**config.mk**
```make
export PLATFORM = sky130hd
export DESIGN_NAME = ctrl_pipe
export DESIGN_NICKNAME = d
export VERILOG_FILES = /design/src/rtl/ctrl_pipe_pkg.sv /design/src/rtl/ctrl_stage.sv /design/src/rtl/ctrl_pipe.sv
export SDC_FILE = /design/constraint.sdc
export NUM_CORES = 1
export LEC_CHECK = 0
export BUFFER_PORTS_ARGS = -buffer_cell sky130_fd_sc_hd__buf_2
export CORE_MARGIN = 3
export CORE_UTILIZATION = 54
export CTS_BUF_LIST = sky130_fd_sc_hd__clkbuf_2 sky130_fd_sc_hd__clkbuf_4 sky130_fd_sc_hd__clkbuf_8
export DETAILED_ROUTE_END_ITERATION = 8
export PLACE_DENSITY = 0.82
export SETUP_SLACK_MARGIN = 0.2
export SLEW_MARGIN = 15
export SYNTH_ARGS = -nofsm -noshare
export SYNTH_HDL_FRONTEND = slang
export SYNTH_SLANG_ARGS = --single-unit
export TNS_END_PERCENT = 30
```
**constraint.sdc**
```tcl
create_clock -name clk -period 3.2 [get_ports clk]
set_clock_uncertainty 0.2 [all_clocks]
set_input_delay 0.48 -clock clk [delete_from_list [all_inputs] [get_ports clk]]
set_output_delay 0.48 -clock clk [all_outputs]
set_load 0.005 [all_outputs]
```
**src/rtl/ctrl_pipe_pkg.sv**
```systemverilog
// ctrl_pipe_pkg: control-word field positions, default kill mask and stage indices shared by the control pipeline
package ctrl_pipe_pkg;
  localparam int CTRL_W = 16;
  localparam int REG_WE_BIT = 0;
  localparam int DMEM_WE_BIT = 1;
  localparam int PC_SEL_BIT = 2;
  localparam int BR_EN_BIT = 3;
  localparam int ALU_SEL_LSB = 4;
  localparam int ALU_SEL_W = 4;
  localparam int WB_SEL_LSB = 8;
  localparam int WB_SEL_W = 2;
  localparam int IMM_SEL_LSB = 10;
  localparam int IMM_SEL_W = 3;
  localparam logic [CTRL_W-1:0] KILL_MASK_DEF = CTRL_W'((1 << REG_WE_BIT) | (1 << DMEM_WE_BIT));
  localparam int STG_E = 0;
  localparam int STG_M = 1;
  localparam int STG_WB = 2;
endpackage

```
**src/rtl/ctrl_stage.sv**
```systemverilog
// ctrl_stage: one control-word pipeline register with flush, stall hold and bubble insertion on upstream stall
module ctrl_stage #(
  parameter int WIDTH = 16,
  parameter logic [WIDTH-1:0] BUBBLE = '0
) (
  input  logic             clk,
  input  logic             reset,
  input  logic [WIDTH-1:0] up_word,
  input  logic             up_valid,
  input  logic             up_stall,
  input  logic             stall,
  input  logic             flush,
  output logic [WIDTH-1:0] word,
  output logic             valid
);
  always_ff @(posedge clk or posedge reset) begin
    if (reset) begin
      word  <= BUBBLE;
      valid <= 1'b0;
    end else if (flush) begin
      word  <= BUBBLE;
      valid <= 1'b0;
    end else if (!stall) begin
      word  <= up_stall ? BUBBLE : up_word;
      valid <= up_stall ? 1'b0 : up_valid;
    end
  end
endmodule

```
**src/rtl/ctrl_pipe.sv**
```systemverilog
// ctrl_pipe: parametrised control-word pipeline with per-stage stall/flush, write-enable kill masking and retire counter
module ctrl_pipe
  import ctrl_pipe_pkg::*;
#(
  parameter int NUM_STAGES = 3,
  parameter int WIDTH = 16,
  parameter logic [WIDTH-1:0] BUBBLE = '0,
  parameter logic [WIDTH-1:0] KILL_MASK = WIDTH'(KILL_MASK_DEF),
  parameter int CNT_W = 32
) (
  input  logic                        clk,
  input  logic                        reset,
  input  logic [WIDTH-1:0]            ctrl_in,
  input  logic                        valid_in,
  input  logic [NUM_STAGES-1:0]       stall,
  input  logic [NUM_STAGES-1:0]       flush,
  input  logic                        cnt_clr,
  output logic [NUM_STAGES*WIDTH-1:0] ctrl_out,
  output logic [NUM_STAGES-1:0]       valid_out,
  output logic                        retire,
  output logic [CNT_W-1:0]            instret
);
  logic [WIDTH-1:0] words [NUM_STAGES];
  logic [NUM_STAGES-1:0] valids;
  for (genvar k = 0; k < NUM_STAGES; k++) begin : g_stg
    logic [WIDTH-1:0] up_word;
    logic up_valid;
    logic up_stall;
    if (k == 0) begin : g_head
      assign up_word  = ctrl_in;
      assign up_valid = valid_in;
      assign up_stall = 1'b0;
    end else begin : g_body
      assign up_word  = words[k-1];
      assign up_valid = valids[k-1];
      assign up_stall = stall[k-1];
    end
    ctrl_stage #(.WIDTH(WIDTH), .BUBBLE(BUBBLE)) u_stage (
      .clk      (clk),
      .reset    (reset),
      .up_word  (up_word),
      .up_valid (up_valid),
      .up_stall (up_stall),
      .stall    (stall[k]),
      .flush    (flush[k]),
      .word     (words[k]),
      .valid    (valids[k])
    );
    assign ctrl_out[k*WIDTH +: WIDTH] = words[k] & ~(KILL_MASK & {WIDTH{~valids[k]}});
  end
  assign valid_out = valids;
  assign retire = valids[NUM_STAGES-1] & ~stall[NUM_STAGES-1];
  always_ff @(posedge clk or posedge reset) begin
    if (reset) instret <= '0;
    else if (cnt_clr) instret <= '0;
    else if (retire) instret <= instret + 1'b1;
  end
endmodule

```
* Word level (Yosys, flattened, before mapping)
Cells that the tools add are included.
** Storage, ports and cells
- Output and inout bits :: 84
- Logic and storage cells :: 41
- Flip-flop bits (word level) :: 83
** Operators by class
- Reductions and logical operators :: 1
- $add $sub $neg :: 1
- Muxes and demuxes :: 18
- Bitwise gates (word level) :: 11
- Equal/unequal tests :: 3
** Operator list (count)
- 16-bit 2-to-1 mux :: 8
- 32-bit 2-to-1 mux :: 2
- 16-bit bitwise AND :: 3
- 2-bit inverter with 16-bit output :: 3
- 32-bit by 1-bit adder with 32-bit output (second input constant) :: 1
- 1-bit 2-to-1 mux :: 8
- 2-bit by 1-bit inequality test with 1-bit output (second input constant) :: 3
- 1-bit inverter :: 4
- 2-bit nonzero test :: 1
- 1-bit bitwise AND :: 1

* Longest topological paths before layout
- Word-level depth :: 4
- Mapped depth :: 6
- Mapped depth without buffers :: 5

* By module
From an unflattened synthesis, not the netlist that was laid out.
** Unflattened totals
- Cell total of the unflattened synthesis :: 370
- Area, all modules :: 3883.7 sq um
** By module, submodules not included
- ctrl_stage :: times used 3, area each 710.7 sq um, cells each 60
- ctrl_pipe :: times used 1, area each 1751.7 sq um, cells each 190

* Least setup slack after synthesis
No wires, ideal clock.
- Path type :: input -> register
- Start :: input port stall[2]
- End :: register instret[28]
- Buffers on the path :: 2
- Arrival time :: 1.648 ns
- Cell stages on the path :: 6
- Setup slack :: 1.228 ns
- Required time :: 2.875 ns
- Cells stage by stage :: nor2b_1 > buf_4 > o21ai_1 > buf_2 > nor4_1 > mux2_2
** Between the ends
- Cells in the longest elaborated chain, start to end :: 3
** RTL lines
- start: declaration :: line ctrl_pipe.sv:15 : input logic [NUM_STAGES-1:0] stall,
- 1-bit inverter :: line ctrl_pipe.sv:52 : assign retire = valids[NUM_STAGES-1] & ~stall[NUM_STAGES-1];
- 1-bit bitwise AND :: line ctrl_pipe.sv:52
- named net retire :: line ctrl_pipe.sv:20 : output logic retire,
- 2-bit nonzero test (no source line)
- end signal: assignment :: line ctrl_pipe.sv:56 : else if (retire) instret <= instret + 1'b1;
- end: declaration :: line ctrl_pipe.sv:21 : output logic [CNT_W-1:0] instret
The timed path passes the listed nets, and every way through them passes these cells.
A chain may end at the register's enable or synchronous reset.

* Worst setup path in the final report
- Start :: register instret[0]
- End :: register instret[30]
** Between the ends
- Cells in the longest elaborated chain, start to end :: 3
** RTL lines
- 32-bit by 1-bit adder with 32-bit output :: line ctrl_pipe.sv:56
- 32-bit 2-to-1 mux :: line ctrl_pipe.sv:56
- 32-bit 2-to-1 mux :: line ctrl_pipe.sv:55 : else if (cnt_clr) instret <= '0;
No other way between the ends. The select of a mux whose other input is x is not followed.

==> Implementation_results.wiki <==
{| class="wikitable"
! Metric !! Value
|-
| Maximum level of the CTS H-tree || 3
|-
| Peak Freq || between 0.4 and 0.5 GHz
|-
| Later-pin clock latency in the skew report || 340 ps
|-
| Synthesized net count || ~400
|-
| Share of post-route cells with drive strength above 1 || 0.343
|-
| Most frequent cell after synthesis || dfrtp_1
|-
| Number of core rows || 30
|-
| Final ANT Viol Nets || 0
|-
| Commonest cells in the netlist || dfrtp_1 (83), buf_4 (46), nor2_1 (35), a22o_1 (34), mux2i_1 (18)
|-
| Global-route wire length before repair || between 10000 and 15000 um
|-
| Number of antenna violations at the first check in global routing || 0
|-
| Layout-stage area growth over the synthesis result || 11.4%
|-
| Maximum buffer depth of the clock tree || 2
|-
| Synthesized flop and latch total || 83
|-
| Number of distinct standard cells referenced by the synthesized netlist || 37
|-
| Largest driver fanout on the critical path || 14
|-
| Count of hold buffers inserted by post-cts repair || 0
|-
| Length in cells of the worst reg-to-reg path || 5
|-
| Biggest area contributors in the synthesized netlist || dfrtp_1 (51%), buf_4 (8.5%), a22o_1 (7.3%)
|-
| Top cell type's share of synthesized area || 0.512
|-
| Post-synthesis share of cell area spent on full adders, half adders and majority gates || 0.00308
|-
| Total overflow reported by the global router || 0
|-
| Clock-pin slew on the worst setup and hold paths || approximately 90 ps
|-
| Power density normalized to cell area || about 420 nW/um2
|-
| Full die area || ~8600 um2
|-
| Placeable core region || 7020 um2
|-
| Warning count from the yosys run || 0
|-
| Async set-or-reset flop fraction in the synthesized netlist || 1.00
|-
| Data required time at the worst endpoint || between 3000 and 4000 ps
|-
| Die Wd || approximately 93 um
|-
| Multiplexer fraction of the synthesized cell area || 0.0694
|-
| Average wire per standard cell || around 15 um
|-
| Overall power of the completed layout || around 1900 uW
|-
| Largest net degree at the start of global routing || 48
|-
| Setup repair after global routing missed its margin || no
|-
| HPWL Detailed || slightly below 6000 um
|-
| Vias per std cell || 5.51
|-
| Final weighted congestion of routability-driven global placement || between 0.7 and 0.8
|-
| Initial cell density of the core || 0.578
|-
| Largest vdd supply drop || between 0.2 and 0.3 mV
|-
| Fillcell total || approximately 550
|-
| RR Startpoint || instret[0]$_DFFE_PP0P_
|-
| Total number of vias || a little under 3k
|-
| Outcome || complete, no violations
|-
| Headroom to the max-slew limit || 0.350
|-
| Main combinational cell family by area after synthesis || simple AND/OR/NAND/NOR gates
|-
| Fin crit share || 0.689
|-
| Mean instance size in the synthesized netlist || between 10 and 15 um2
|-
| Final count of negative-setup-slack endpoints || 0
|-
| Part of the Yosys area used for sequential elements || 0.512
|-
| Cell type contributing the most total cell area after synthesis || dfrtp_1
|-
| Minimum setup slack among reg-to-reg paths || 990 ps
|-
| DIE HEIGHT || around 90 um
|-
| Count of flip-flops with a built-in enable after synthesis || 0
|-
| Number of global-route vias before repair || around 2.8k
|-
| Kind of capture point of the worst setup path || register
|-
| Root Buffer || clkbuf_8
|-
| Worst Path Arrival || 2230 ps
|-
| Netlist area before placement || between 4000 and 5000 um2
|-
| Fin. Hold Viols || 0
|-
| XOR/XNOR Fraction of Synth Area || 0.0173
|-
| Worst slew pin tran || 970 ps
|-
| Post-CTS Setup Bufs || 0
|-
| Post-layout nets || between 400 and 500
|-
| Iter 0 DRT Violations || around 90
|-
| IO buf count || ~110
|-
| Critical setup path kind || reg -> reg
|-
| Drt first pass iters || 4
|-
| Min Tclk post-route || 2210 ps
|-
| CTS sink cnt || 83
|-
| Simple-gate share of the synthesized area || 0.161
|-
| Sum of routed wire length over all layers || 8000 um
|-
| Compound-cell area share of the yosys netlist || 0.125
|-
| Capture instance of the worst register-to-register path || instret[30]$_DFFE_PP0P_
|-
| Number of buffers created by CTS || 9
|-
| CTS tree || built
|-
| Top flip-flop cell by instance count after synthesis || dfrtp_1
|-
| Boundary Pins || 110
|-
| Post-route DRC violation count || 0
|-
| Startpoint Class || register
|-
| Max-capacitance violation count || 0
|-
| Overall track demand over capacity in global routing || 0.194
|-
| Number of antenna diodes || 0
|-
| Pleak || between 0.002 and 0.0025 uW
|-
| Max-slew violation count || 0
|-
| Accumulated negative setup slack || 0 ps
|-
| Post_cts resized || 0
|-
| Synthesized instance count || roughly 370
|-
| Class of the most critical hold timing path || in -> async
|}
-- area by class of cell --
| type | instances | area (um2) | area share |
|---|---|---|---|
| sequential | 83 | 2080 | 0.460 |
| multi-input combinational | 216 | 1530 | 0.339 |
| timing repair buffer | 114 | 596 | 0.132 |
| clock buffer | 10 | 131 | 0.0291 |
| tap | 96 | 120 | 0.0266 |
| clock inverter | 6 | 48.8 | 0.0108 |
| inverter | 3 | 12.5 | 0.00277 |
-- worst max-delay path: stages, from the launching register on --
cell and delay, ps:
dfrtp_1 420, ha_1 190, and3_1 220, o21ai_1 320, nor4_1 380, mux2_2 370
-- logic make-up (layout without fill, tap and decap cells) --
family / count (synthesis) / in the layout
xor gates and xnor gates: 8 / 8
buffers and inverters: 70 / 133
muxes: 27 / 27
and+or+nand+nor: 112 / 112
DFF: 83 / 83
AOI/OAI and AO/OA: 68 / 68
adders and majority gates: 1 / 1
-- cell usage in the layout, fill, tap and decap left out, types with 4 or more instances in the layout --
master and instances:
a21oi_1 14, a22o_1 34, and2_1 8, and4_1 4, buf_2 109, buf_4 4
clkbuf_8 9, dfrtp_1 83, mux2_2 9, mux2i_1 18, nand2_1 11, nand3_1 6
nor2_1 35, nor2b_1 11, nor4_1 8, o31ai_1 11, or4_1 11, xor2_1 7
-- power breakdown --
part / internal (uW) / total, uW / switching [uW]
Clock: 299 / 688 / 389
Combinational: 44.8 / 115 / 70.3
Sequential: 1070 / 1080 / 14.2
-- sequential cells by signal, indices dropped and copies added, names as in the netlist --
signal	cells
g_stg.u_stage.valid	3
g_stg.u_stage.word	48
instret	32
-- per-layer routing --
layer  up-vias  global-route usage  wire [um]
li1       1399                   -          -
met1      1418               0.254       3450
met2        84               0.323       3980
met3         8              0.0447        511
met4         0              0.0598         59
met5         -                   0          0
-- metrics by stage --
step / instances / hold slack (ps) / setup WS, ps / cell area, um2 / utilization
after floorplan: 369 / 265 / 383 / 4060 / -
after global placement: 512 / 285 / 956 / 4340 / 0.618
after detailed placement: 512 / 288 / 927 / 4340 / 0.618
after CTS: 528 / 17.5 / 1010 / 4520 / 0.643
after global routing: 528 / 41.0 / 793 / 4520 / 0.644
final: 528 / 12.7 / 994 / 4520 / 0.644
-- how the worst max path moves through the flow --
stage	startpoint	endpoint	slack (ps)	cells past startpoint
2_1_floorplan	reset	g_stg[0].u_stage.valid$_DFFE_PP0P_	380	1
3_3_place_gp	stall[2]	instret[28]$_DFFE_PP0P_	960	6
3_5_place_dp	stall[2]	instret[30]$_DFFE_PP0P_	930	6
4_1_cts	instret[0]$_DFFE_PP0P_	instret[30]$_DFFE_PP0P_	1010	5
5_1_grt	instret[1]$_DFFE_PP0P_	instret[30]$_DFFE_PP0P_	790	5
6_report	instret[0]$_DFFE_PP0P_	instret[30]$_DFFE_PP0P_	990	5
Power figures use the tool's default switching activity.
